File: src/rtl/cc_mux_scan.sv
// Registered N:1 channel selector: manual select with clamp, or round-robin
// scan over an enabled channel mask with programmable dwell.
//   state     | meaning
//   ST_MANUAL | follow external select, clamped to the last channel
//   ST_SCAN   | rotate over enabled channels, dwell+1 cycles each
//   ST_NOCHAN | scan requested but mask empty; outputs frozen, valid low
module cc_mux_scan #(
  parameter int NUMBER_DATAWIDTH   = 8,
  parameter int NUMBER_CHANNELS    = 10,
  parameter int NUMBER_SELECTWIDTH = 4,
  parameter int NUMBER_DWELLWIDTH  = 8
) (
  input  logic                                        CC_MUXSCAN_CLOCK_50,
  input  logic                                        CC_MUXSCAN_RESET_InLow,
  input  logic [NUMBER_CHANNELS*NUMBER_DATAWIDTH-1:0] CC_MUXSCAN_data_InBUS,
  input  logic [NUMBER_SELECTWIDTH-1:0]               CC_MUXSCAN_select_InBUS,
  input  logic                                        CC_MUXSCAN_mode_In,
  input  logic [NUMBER_CHANNELS-1:0]                  CC_MUXSCAN_enable_InBUS,
  input  logic [NUMBER_DWELLWIDTH-1:0]                CC_MUXSCAN_dwell_InBUS,
  input  logic                                        CC_MUXSCAN_hold_In,
  output logic [NUMBER_DATAWIDTH-1:0]                 CC_MUXSCAN_z_OutBUS,
  output logic [NUMBER_SELECTWIDTH-1:0]               CC_MUXSCAN_channel_OutBUS,
  output logic                                        CC_MUXSCAN_valid_Out,
  output logic                                        CC_MUXSCAN_switch_Out
);

  localparam int DW = NUMBER_DATAWIDTH;
  localparam int SW = NUMBER_SELECTWIDTH;
  localparam int CW = NUMBER_DWELLWIDTH;
  localparam logic [SW:0]   N_EXT   = (NUMBER_SELECTWIDTH + 1)'(NUMBER_CHANNELS);
  localparam logic [SW-1:0] LAST_CH = NUMBER_SELECTWIDTH'(NUMBER_CHANNELS - 1);

  typedef enum logic [1:0] {ST_MANUAL, ST_SCAN, ST_NOCHAN} state_t;

  state_t        state_q, state_d;
  logic [SW-1:0] channel_q, channel_d;
  logic [DW-1:0] z_q, z_d;
  logic [CW-1:0] count_q, count_d;
  logic          valid_q, valid_d;
  logic          switch_q, switch_d;

  logic [DW-1:0] chan_w [NUMBER_CHANNELS];
  logic [SW-1:0] next_en;
  logic [SW-1:0] sel_clamp;
  logic          found;
  logic [SW:0]   sum;

  for (genvar k = 0; k < NUMBER_CHANNELS; k++) begin : g_chan
    assign chan_w[k] = CC_MUXSCAN_data_InBUS[k*DW +: DW];
  end

  assign sel_clamp = ({1'b0, CC_MUXSCAN_select_InBUS} < N_EXT) ? CC_MUXSCAN_select_InBUS : LAST_CH;

  // Cyclic search from channel+1; the current channel is tried last, so a
  // lone enabled channel selects itself.
  always_comb begin
    next_en = channel_q;
    found   = 1'b0;
    sum     = '0;
    for (int i = 1; i <= NUMBER_CHANNELS; i++) begin
      sum = {1'b0, channel_q} + (NUMBER_SELECTWIDTH + 1)'(i);
      if (sum >= N_EXT) sum = sum - N_EXT;
      if (!found && CC_MUXSCAN_enable_InBUS[sum[SW-1:0]]) begin
        found   = 1'b1;
        next_en = sum[SW-1:0];
      end
    end
  end

  always_comb begin
    state_d   = ST_MANUAL;
    channel_d = channel_q;
    count_d   = count_q;
    valid_d   = 1'b1;
    if (CC_MUXSCAN_mode_In) state_d = (|CC_MUXSCAN_enable_InBUS) ? ST_SCAN : ST_NOCHAN;

    case (state_d)
      ST_MANUAL: begin
        channel_d = sel_clamp;
        count_d   = '0;
      end
      ST_NOCHAN: begin
        valid_d = 1'b0;
        count_d = '0;
      end
      default: begin
        if (state_q == ST_MANUAL) begin
          count_d = '0;
          if (!CC_MUXSCAN_enable_InBUS[channel_q]) channel_d = next_en;
        end else if (state_q == ST_NOCHAN) begin
          count_d   = '0;
          channel_d = next_en;
        end else if (!CC_MUXSCAN_enable_InBUS[channel_q]) begin
          // A disabled channel is left immediately, even while held.
          count_d   = '0;
          channel_d = next_en;
        end else if (!CC_MUXSCAN_hold_In) begin
          if (count_q == CC_MUXSCAN_dwell_InBUS) begin
            count_d   = '0;
            channel_d = next_en;
          end else begin
            count_d = count_q + 1'b1;
          end
        end
      end
    endcase

    z_d      = (state_d == ST_NOCHAN) ? z_q : chan_w[channel_d];
    switch_d = (channel_d != channel_q);
  end

  always_ff @(posedge CC_MUXSCAN_CLOCK_50 or negedge CC_MUXSCAN_RESET_InLow) begin
    if (!CC_MUXSCAN_RESET_InLow) begin
      state_q   <= ST_MANUAL;
      channel_q <= '0;
      z_q       <= '0;
      count_q   <= '0;
      valid_q   <= 1'b0;
      switch_q  <= 1'b0;
    end else begin
      state_q   <= state_d;
      channel_q <= channel_d;
      z_q       <= z_d;
      count_q   <= count_d;
      valid_q   <= valid_d;
      switch_q  <= switch_d;
    end
  end

  assign CC_MUXSCAN_z_OutBUS       = z_q;
  assign CC_MUXSCAN_channel_OutBUS = channel_q;
  assign CC_MUXSCAN_valid_Out      = valid_q;
  assign CC_MUXSCAN_switch_Out     = switch_q;

endmodule

File: config.mk
export PLATFORM = sky130hd
export DESIGN_NAME = cc_mux_scan
export DESIGN_NICKNAME = d
export VERILOG_FILES = /design/src/rtl/cc_mux_scan.sv
export SDC_FILE = /design/constraint.sdc
export NUM_CORES = 1
export LEC_CHECK = 0
export ABC_CLOCK_PERIOD_IN_PS = 8300
export CAP_MARGIN = 20
export CELL_PAD_IN_SITES_DETAIL_PLACEMENT = 0
export CELL_PAD_IN_SITES_GLOBAL_PLACEMENT = 2
export CORE_ASPECT_RATIO = 1.75
export CORE_UTILIZATION = 33
export DETAILED_ROUTE_END_ITERATION = 12
export PLACE_DENSITY_LB_ADDON = 0.1
export SYNTH_ARGS = -nofsm -noshare
export SYNTH_HDL_FRONTEND = slang
export SYNTH_SLANG_ARGS = --single-unit
File: constraint.sdc
create_clock -name CC_MUXSCAN_CLOCK_50 -period 8.3 [get_ports CC_MUXSCAN_CLOCK_50]
set_clock_uncertainty 0.15 [all_clocks]
set_input_delay 1.66 -clock CC_MUXSCAN_CLOCK_50 [delete_from_list [all_inputs] [get_ports CC_MUXSCAN_CLOCK_50]]
set_output_delay 1.66 -clock CC_MUXSCAN_CLOCK_50 [all_outputs]
set_load 0.02 [all_outputs]
==> results of run 1 <==
## metal layers
metal	part of all wire (%)	GRT usage [%]	up-vias
met5	0	0	-
met4	7.6	18.12	0
met3	4.9	2.546	70
met2	54	48.50	259
met1	34	22.85	2673
li1	-	-	2711
## cell type report
| class | count | area (µm²) |
|---|---|---|
| Clock buffer | 3 | 75.07 |
| Clock inverter | 1 | 30.03 |
| Fill cell | 1665 | 9146 |
| Inverter | 30 | 112.6 |
| Multi-Input combinational cell | 567 | 4422 |
| Sequential cell | 24 | 601.8 |
| Tap cell | 189 | 236.5 |
| Timing Repair Buffer | 127 | 1251 |
## worst register-to-register path, stage by stage (launching register included)
cell,delay (ns)
sky130_fd_sc_hd__dfrtp_1,0.88
sky130_fd_sc_hd__inv_1,0.46
sky130_fd_sc_hd__ha_1,0.34
sky130_fd_sc_hd__ha_1,0.40
sky130_fd_sc_hd__and3b_1,0.24
sky130_fd_sc_hd__o41ai_2,0.35
sky130_fd_sc_hd__xor2_1,0.28
sky130_fd_sc_hd__mux2i_1,0.13
sky130_fd_sc_hd__o311ai_2,0.79
sky130_fd_sc_hd__and3_1,0.32
sky130_fd_sc_hd__o2111ai_1,0.14
sky130_fd_sc_hd__and3_1,0.25
sky130_fd_sc_hd__o21ai_2,0.31
sky130_fd_sc_hd__and2_1,0.18
sky130_fd_sc_hd__buf_4,0.39
sky130_fd_sc_hd__inv_2,0.20
sky130_fd_sc_hd__a211o_1,0.33
sky130_fd_sc_hd__nand3_1,0.08
sky130_fd_sc_hd__nand3_1,0.08
## cell usage after synthesis (6+ instances only)
master	n
sky130_fd_sc_hd__or2_2	7
sky130_fd_sc_hd__and2_1	6
sky130_fd_sc_hd__o21ai_1	10
sky130_fd_sc_hd__clkbuf_1	9
sky130_fd_sc_hd__mux2i_1	32
sky130_fd_sc_hd__xor2_1	13
sky130_fd_sc_hd__nand4_1	6
sky130_fd_sc_hd__a22oi_1	9
sky130_fd_sc_hd__buf_2	11
sky130_fd_sc_hd__xnor2_1	10
sky130_fd_sc_hd__mux2_4	6
sky130_fd_sc_hd__o221ai_1	11
sky130_fd_sc_hd__and3_1	12
sky130_fd_sc_hd__dfrtp_1	24
sky130_fd_sc_hd__mux2_2	18
sky130_fd_sc_hd__nand3_1	29
sky130_fd_sc_hd__nor2b_1	15
sky130_fd_sc_hd__a21oi_1	31
sky130_fd_sc_hd__nor3_1	15
sky130_fd_sc_hd__mux4_2	7
sky130_fd_sc_hd__buf_6	8
sky130_fd_sc_hd__o211ai_1	7
sky130_fd_sc_hd__or3_1	7
sky130_fd_sc_hd__ha_1	23
sky130_fd_sc_hd__a2bb2oi_1	10
sky130_fd_sc_hd__inv_1	24
sky130_fd_sc_hd__nand2_1	52
sky130_fd_sc_hd__nand2b_1	12
sky130_fd_sc_hd__nor2_1	40
sky130_fd_sc_hd__nor4_1	9
sky130_fd_sc_hd__a211oi_1	6
sky130_fd_sc_hd__o21ai_0	20
sky130_fd_sc_hd__a211o_1	14
## logic make-up (layout without fill, tap and decap cells)
| group | count (synthesis) | in the layout | share of synthesized area (%) |
|---|---|---|---|
| buffers and inverters | 61 | 161 | 5.819 |
| adder cells (fa/ha/maj) | 24 | 24 | 5.772 |
| AO/OA/AOI/OAI | 200 | 200 | 29.99 |
| multiplexers | 69 | 69 | 15.81 |
| flip-flops | 24 | 24 | 11.26 |
| AND/OR/NAND/NOR | 246 | 246 | 25.93 |
| XOR/XNOR | 28 | 28 | 5.420 |
## worst max path at each step
stage | end | cells after the start | slack, ns | from
floorplan | CC_MUXSCAN_z_OutBUS[0] | 24 | 2.65 | CC_MUXSCAN_channel_OutBUS[0]
global placement | CC_MUXSCAN_z_OutBUS[2] | 18 | 1.99 | CC_MUXSCAN_channel_OutBUS[2]
detailed placement | CC_MUXSCAN_z_OutBUS[2] | 20 | 1.87 | CC_MUXSCAN_channel_OutBUS[0]
CTS | CC_MUXSCAN_z_OutBUS[2] | 20 | 1.87 | CC_MUXSCAN_channel_OutBUS[0]
global route | CC_MUXSCAN_z_OutBUS[5] | 20 | 1.44 | CC_MUXSCAN_channel_OutBUS[0]
finish | CC_MUXSCAN_z_OutBUS[2] | 18 | 1.86 | CC_MUXSCAN_channel_OutBUS[2]
## sequential cells by signal (all words and copies together), names as in the netlist
name,cells
CC_MUXSCAN_z_OutBUS,8
count_q,8
CC_MUXSCAN_channel_OutBUS,4
state_q,2
CC_MUXSCAN_switch_Out,1
CC_MUXSCAN_valid_Out,1
## stage by stage
step | instances | worst slack, ns | util [%] | hold WS, ns
floorplan | 652 | 2.651 | - | 0.3891
global placement | 937 | 1.985 | 41.72 | 0.3653
detailed placement | 937 | 1.871 | 41.72 | 0.3647
CTS | 941 | 1.874 | 42.39 | 0.3882
global route | 941 | 1.442 | 42.39 | 0.3994
finish | 941 | 1.857 | 42.39 | 0.3857
==> run summary, run 1 <==
The run finished, with violations left. The final reports fail on DRC. Of all cell types, the one taking the most synthesized area is sky130_fd_sc_hd__dfrtp_1.

The run gives 5333 µm² as the post-synthesis instance area. The data arrival time at the worst-slack endpoint is 6.43 ns. Dividing the final minimum period by the clock period gives 77.63%. In this run, post-CTS repair resized a total of 0 instances. The maximum buffer depth of the clock tree came out at 2. In the routed layout, each cell is associated on average with a via count of 6.071. Entering global routing, the biggest net connects 39 pins. At the end of the flow, the number of nets in the layout was 883. Number of hold buffers added after CTS: 0. The worst hold path class was flop to flop.

The data required time of the worst path is 8.29 ns, and the area of the placeable core is 15880 µm². The count of H-tree levels built during CTS was 1. Headroom to the max-slew limit came out at 37.87%. The routed layout has 5713 vias. The worst setup path is launched from a flop. After synthesis, the netlist uses 107 different library cells. The cell with the largest stage delay on the worst path is sky130_fd_sc_hd__dfrtp_1. The die width is 98.10 µm, and the share of the synthesized area in the top cell type is 11.26%. In this run the vertical extent of the chip is 170.2 µm. The number of cells on the worst reg-to-reg path is 18. The first routing iteration left 245 violations.

In this design, the stage delay of the slowest critical-path cell is 0.88 ns. The synthesized design contains 0 enable-type register cells. The most used flip-flop cell after synthesis is sky130_fd_sc_hd__dfrtp_1.

The number of nets handed over by synthesis was 782. In this run the cell area measured after placement is 6624 µm². The worst hold path begins at CC_MUXSCAN_z_OutBUS[7]. Critical path start-end classification: flop to flop. The tools report the final hold violation count as 0. In the routed design, unresolved DRC markers number 3. The final-report setup violation count is 0. The worst setup path is captured at a flop. Leaving out fill and tap cells, the most frequent cell in the layout is sky130_fd_sc_hd__clkdlybuf4s50_1. Synthesis produced a netlist whose cell count is 652. After clock tree synthesis, the clock-pin slew on the worst setup and hold paths is 0.07 ns.

Counting I/O delays and the setup requirement, the final critical path takes 6.443 ns. The slew at the pin with the worst max-slew slack is 0.9305 ns. Ranked by total cell area, the synthesized netlist is headed by sky130_fd_sc_hd__dfrtp_1 (11%), sky130_fd_sc_hd__mux2i_1 (6.0%), sky130_fd_sc_hd__ha_1 (5.4%). In the global route stage, overall resource usage came out at 24.56%. The run gives 20610 µm as the wire length reported by the detailed router. The number of buffers and inverters on the critical path is 3. The run gives 0 as the number of antenna violations at the first check in global routing. In this design, the largest share of critical-path delay is due to compound AO/OA/AOI/OAI gates. For the worst-skew pair, the clock arrives at the later sink with an insertion delay of 0.26 ns. Setup repair after global routing left no endpoint under its margin.

The worst hold path passes through 2 cells. In the synthesized netlist the async set-or-reset flop fraction comes to 100.0%. Port buffering added 119 buffers. At the end of routability-driven placement, the weighted congestion stood at 1.021. Endpoint of the worst-slack reg-to-reg timing path: CC_MUXSCAN_z_OutBUS[2].

The logs give 0 for the total congestion overflow and 0 ns for the sum of negative setup slack. TritonCTS built the clock tree. Row generation in the floorplan step produced 61 rows. Derived from the worst setup path, the maximum achievable clock frequency is 155.2 MHz.

The total number of yosys warnings was 0. The signal on the critical path passes through inv_1, ha_1, ha_1, and3b_1, o41ai_2, xor2_1, mux2i_1, o311ai_2, and3_1, o2111ai_1, and3_1, o21ai_2, and2_1, buf_4, inv_2, a211o_1, nand3_1, nand3_1. The tools report the number of primary I/O pins as 120. The detailed-router iteration count before antenna repair came out at 9. The mean routed wirelength per cell works out to 21.90 µm.

The logs give 24 for the number of sinks on the clock net and 0 for the max-capacitance violation count. In this run the post-CTS setup repair buffer count came out at 0. The placed wire-length estimate after detailed placement is 16970 µm, and the final max-slew violation count is 0. End of the worst hold path: CC_MUXSCAN_z_OutBUS[7].

Antenna diode count: 0. The tools report the reg2reg setup slack as 1.86 ns. The initial standard-cell utilization of the core is 33.59%. The worst register-to-register path begins at CC_MUXSCAN_channel_OutBUS[2]. Averaged over all synthesized cells, the footprint is 8.179 µm². The via count of the first global-routing pass is 5762. In this run, CTS created clock tree buffers numbering 3. From synthesis to final layout, the design area changed by 26.18%.

In this run the remaining antenna-violating nets after routing total 0. The floorplan step defined a die boundary enclosing 16690 µm². The count of state elements after synthesis is 24, and the share of post-route cells with drive strength above 1 is 12.23%. The tree is rooted in a sky130_fd_sc_hd__clkbuf_16.

For this run, the register share of the synthesized area comes to 11.26%. Along the worst path, the maximum fanout reaches 33. The library cells used most frequently in the layout, excluding fill and tap cells, are sky130_fd_sc_hd__clkdlybuf4s50_1 (119), sky130_fd_sc_hd__nand2_1 (52), sky130_fd_sc_hd__nor2_1 (40).

The global-route wire length before repair came out at 31550 µm. The tools report the final non-filler cell area as 6729 µm².
Power of run 1 is left out: the tool's default activity adds up to more than one toggle a clock period on the data nets, which glitch-free logic cannot reach.
==> inputs of run 2 (changes only) <==
- ABC_CLOCK_PERIOD_IN_PS: 8300 -> 5200
- CORE_UTILIZATION: 33 -> 27
- clock period: 8.3 -> 5.2 ns (I/O delays scaled with it)
==> run 2 against run 1 <==
The run now ends clean. Register-to-register slack got worse by 1.6 ns. Die area up 22%. Global-route usage decreased by 2.2 points. Maximum frequency increased by 29%. Sequential share of layout area is 0.85 points lower. First-iteration DRC count fell by 4.9%. Highest routed layer unchanged.
==> run summary, run 2 (same netlist as run 1, synthesis figures left out) <==
The clock transition time at the flip-flop clock pins of the worst setup and hold paths was 0.07 ns (about the same). Die width: 108.2 µm (was 98.10 µm). For the data arrival time at the worst-slack endpoint, the log shows 5.04 ns (was 6.43 ns).

Setup repair after global routing left no endpoint under its margin. For the antenna diode count, the log shows 0 (unchanged). The tools report the nature of the critical path startpoint as a flop (unchanged). The run gives 0 (unchanged) as the final-report setup violation count. The tools report the source of the critical timing path as CC_MUXSCAN_channel_OutBUS[3] (was CC_MUXSCAN_channel_OutBUS[2]). The number of primary I/O pins is 120 (unchanged), and the headroom to the max-slew limit is 57.76% (was 37.87%). The endpoint kind of the worst setup timing path was a flop (unchanged). The max-capacitance violation count is 0 (unchanged).

TritonCTS built the clock tree. The number of antenna violations at the first check in global routing is 0 (unchanged). The run gives 200.8 MHz (was 155.2 MHz) as the timing-limited maximum frequency. The run finished with clean final reports. The count of antenna-violating nets left after detailed routing came out at 0 (unchanged). Top library cells by usage in the layout, fill and taps aside: sky130_fd_sc_hd__clkdlybuf4s50_1 (119), sky130_fd_sc_hd__buf_4 (67), sky130_fd_sc_hd__nand2_1 (52) (was sky130_fd_sc_hd__clkdlybuf4s50_1 (119), sky130_fd_sc_hd__nand2_1 (52), sky130_fd_sc_hd__nor2_1 (40)).

The vertical die dimension came out at 187.9 µm (was 170.2 µm). For the number of sinks on the clock net, the log shows 24 (unchanged). For the number of hold buffers added after CTS, the log shows 0 (unchanged). Commonest non-fill, non-tap cell in the layout: sky130_fd_sc_hd__clkdlybuf4s50_1 (unchanged). The run gives 5.26 ns (was 8.29 ns) as the data required time of the worst path. The startpoint of the worst register-to-register path is CC_MUXSCAN_channel_OutBUS[3] (was CC_MUXSCAN_channel_OutBUS[2]).

The share of post-route cells with drive strength above 1 is 20.49% (was 12.23%). The number of clock buffers inserted by TritonCTS was 3 (unchanged). Cell at the root of the clock tree: sky130_fd_sc_hd__clkbuf_16 (unchanged). The share of the clock period used by the worst path works out to 95.76% (was 77.63%).

The maximum buffer depth of the clock tree is 2 (unchanged), and the tightest hold margin is 0.3737 ns (was 0.3857 ns). The initial standard-cell utilization of the core came out at 27.66% (was 33.59%). The endpoint of the worst-slack reg-to-reg timing path is CC_MUXSCAN_z_OutBUS[4] (was CC_MUXSCAN_z_OutBUS[2]). For the number of cell rows, the log shows 67 (was 61). The run gives 0 (unchanged) as the final max-slew violation count. The wire length reported by the detailed router was 22440 µm (was 20610 µm).

For the number of DRC markers after the initial detailed-route iteration, the log shows 233 (was 245). The clock latency at the later pin of the worst-skew pair was 0.27 ns (was 0.26 ns); the final weighted congestion of routability-driven global placement was 0.9605 (was 1.021). The total number of vias is 5939 (was 5713), and the detail-routed via count per cell is 5.624 (was 6.071).

The logs give 0.22 ns (was 1.86 ns) for the reg2reg setup slack and 1 (unchanged) for the count of H-tree levels built during CTS. End of the worst hold path: CC_MUXSCAN_z_OutBUS[6] (was CC_MUXSCAN_z_OutBUS[7]). The die area came out at 20340 µm² (was 16690 µm²). The placed wire-length estimate after detailed placement is 18850 µm (was 16970 µm), and the highest net fanout along the worst path is 11 (was 33). The source of the worst hold timing path is CC_MUXSCAN_z_OutBUS[6] (was CC_MUXSCAN_z_OutBUS[7]). The logs give 946 (was 883) for the number of nets in the layout and 0 (unchanged) for the final hold violation count. The tools report the via count of the first global-routing pass as 6011 (was 5762).

The detailed-router iteration count before antenna repair was 5 (was 9); the number of buffers added on ports was 119 (unchanged). The logs give 22.34% (was 24.56%) for the overall routing resource usage and 0 ns (unchanged) for the sum of negative setup slack. Total congestion overflow: 0 (unchanged).

The number of cells on the worst reg-to-reg path is 17 (was 18), and the global-route wire length before repair is 34150 µm (was 31550 µm). The critical path start-end classification is flop to flop (unchanged). Worst hold path class: flop to flop (unchanged).

The mean routed wirelength per cell is 21.25 µm (was 21.90 µm), and the slew at the pin with the worst max-slew slack is 0.6160 ns (was 0.9305 ns). The largest net degree at the start of global routing was 27 (was 39); the area added between synthesis and finish was 39.44% (was 26.18%). The tools report the total DRC errors in the routed layout as 0 (was 3).

The minimum period implied by the final worst setup slack works out to 4.980 ns (was 6.443 ns). The number of cells traversed by the worst hold path is 2 (unchanged), and the area of the placeable core is 19280 µm² (was 15880 µm²).
-- run 2: worst max path at each step --
| stage | endpoint | cells after the start |
|---|---|---|
| 3_3_place_gp | CC_MUXSCAN_z_OutBUS[2] | 15 |
| 5_1_grt | CC_MUXSCAN_z_OutBUS[4] | 19 |
| 6_report | CC_MUXSCAN_z_OutBUS[4] | 17 |
| 3_5_place_dp | CC_MUXSCAN_z_OutBUS[4] | 15 |
| 2_1_floorplan | CC_MUXSCAN_z_OutBUS[4] | 24 |
| 4_1_cts | CC_MUXSCAN_z_OutBUS[4] | 19 |
-- run 2: final cells by class --
cell class / instances / area (µm²)
inverter: 30 / 125.1
multi-input combinational: 567 / 4528
clock buffer: 3 / 75.07
timing repair buffer: 190 / 1774
fill: 2021 / 11850
tap: 241 / 301.5
clock inverter: 1 / 30.03
sequential: 24 / 601.8
-- run 2: repair_timing --
action	in CTS	in global routing
endpoints found under the setup margin	0	9
buffers inserted	0	6
resized for setup	0	11
-- run 2: worst max-delay path: stages, from the launching register on --
cell	delay (ns)
sky130_fd_sc_hd__dfrtp_1	0.63
sky130_fd_sc_hd__clkinv_1	0.17
sky130_fd_sc_hd__buf_4	0.22
sky130_fd_sc_hd__ha_1	0.24
sky130_fd_sc_hd__or3b_1	0.40
sky130_fd_sc_hd__a211oi_2	0.48
sky130_fd_sc_hd__mux2i_1	0.14
sky130_fd_sc_hd__mux2i_1	0.22
sky130_fd_sc_hd__o21ai_1	0.21
sky130_fd_sc_hd__o21ai_0	0.42
sky130_fd_sc_hd__o31ai_1	0.11
sky130_fd_sc_hd__o21ai_0	0.21
sky130_fd_sc_hd__nand4_1	0.19
sky130_fd_sc_hd__a221oi_4	0.43
sky130_fd_sc_hd__nor4b_4	0.26
sky130_fd_sc_hd__buf_4	0.22
sky130_fd_sc_hd__a22oi_1	0.11
sky130_fd_sc_hd__nand3_1	0.09
-- run 2: stage by stage --
step	instances	util [%]	setup slack, ns	instance area [µm²]
floorplan	652	-	-0.007753	5435
global placement	1045	37.53	0.05405	7236
detailed placement	1045	37.53	0.01901	7236
CTS	1049	38.07	0.05638	7341
global route	1056	38.57	0.01727	7436
finish	1056	38.57	0.2204	7436
-- run 2: metal layers --
layer	vias up	GRT usage, %	wire length [µm]
met4	0	10.22	1018
met2	220	45.03	12770
met1	2841	21.71	7631
met3	46	2.225	1014
met5	-	0	0
li1	2832	-	-
Power of run 2 is left out for the same reason.
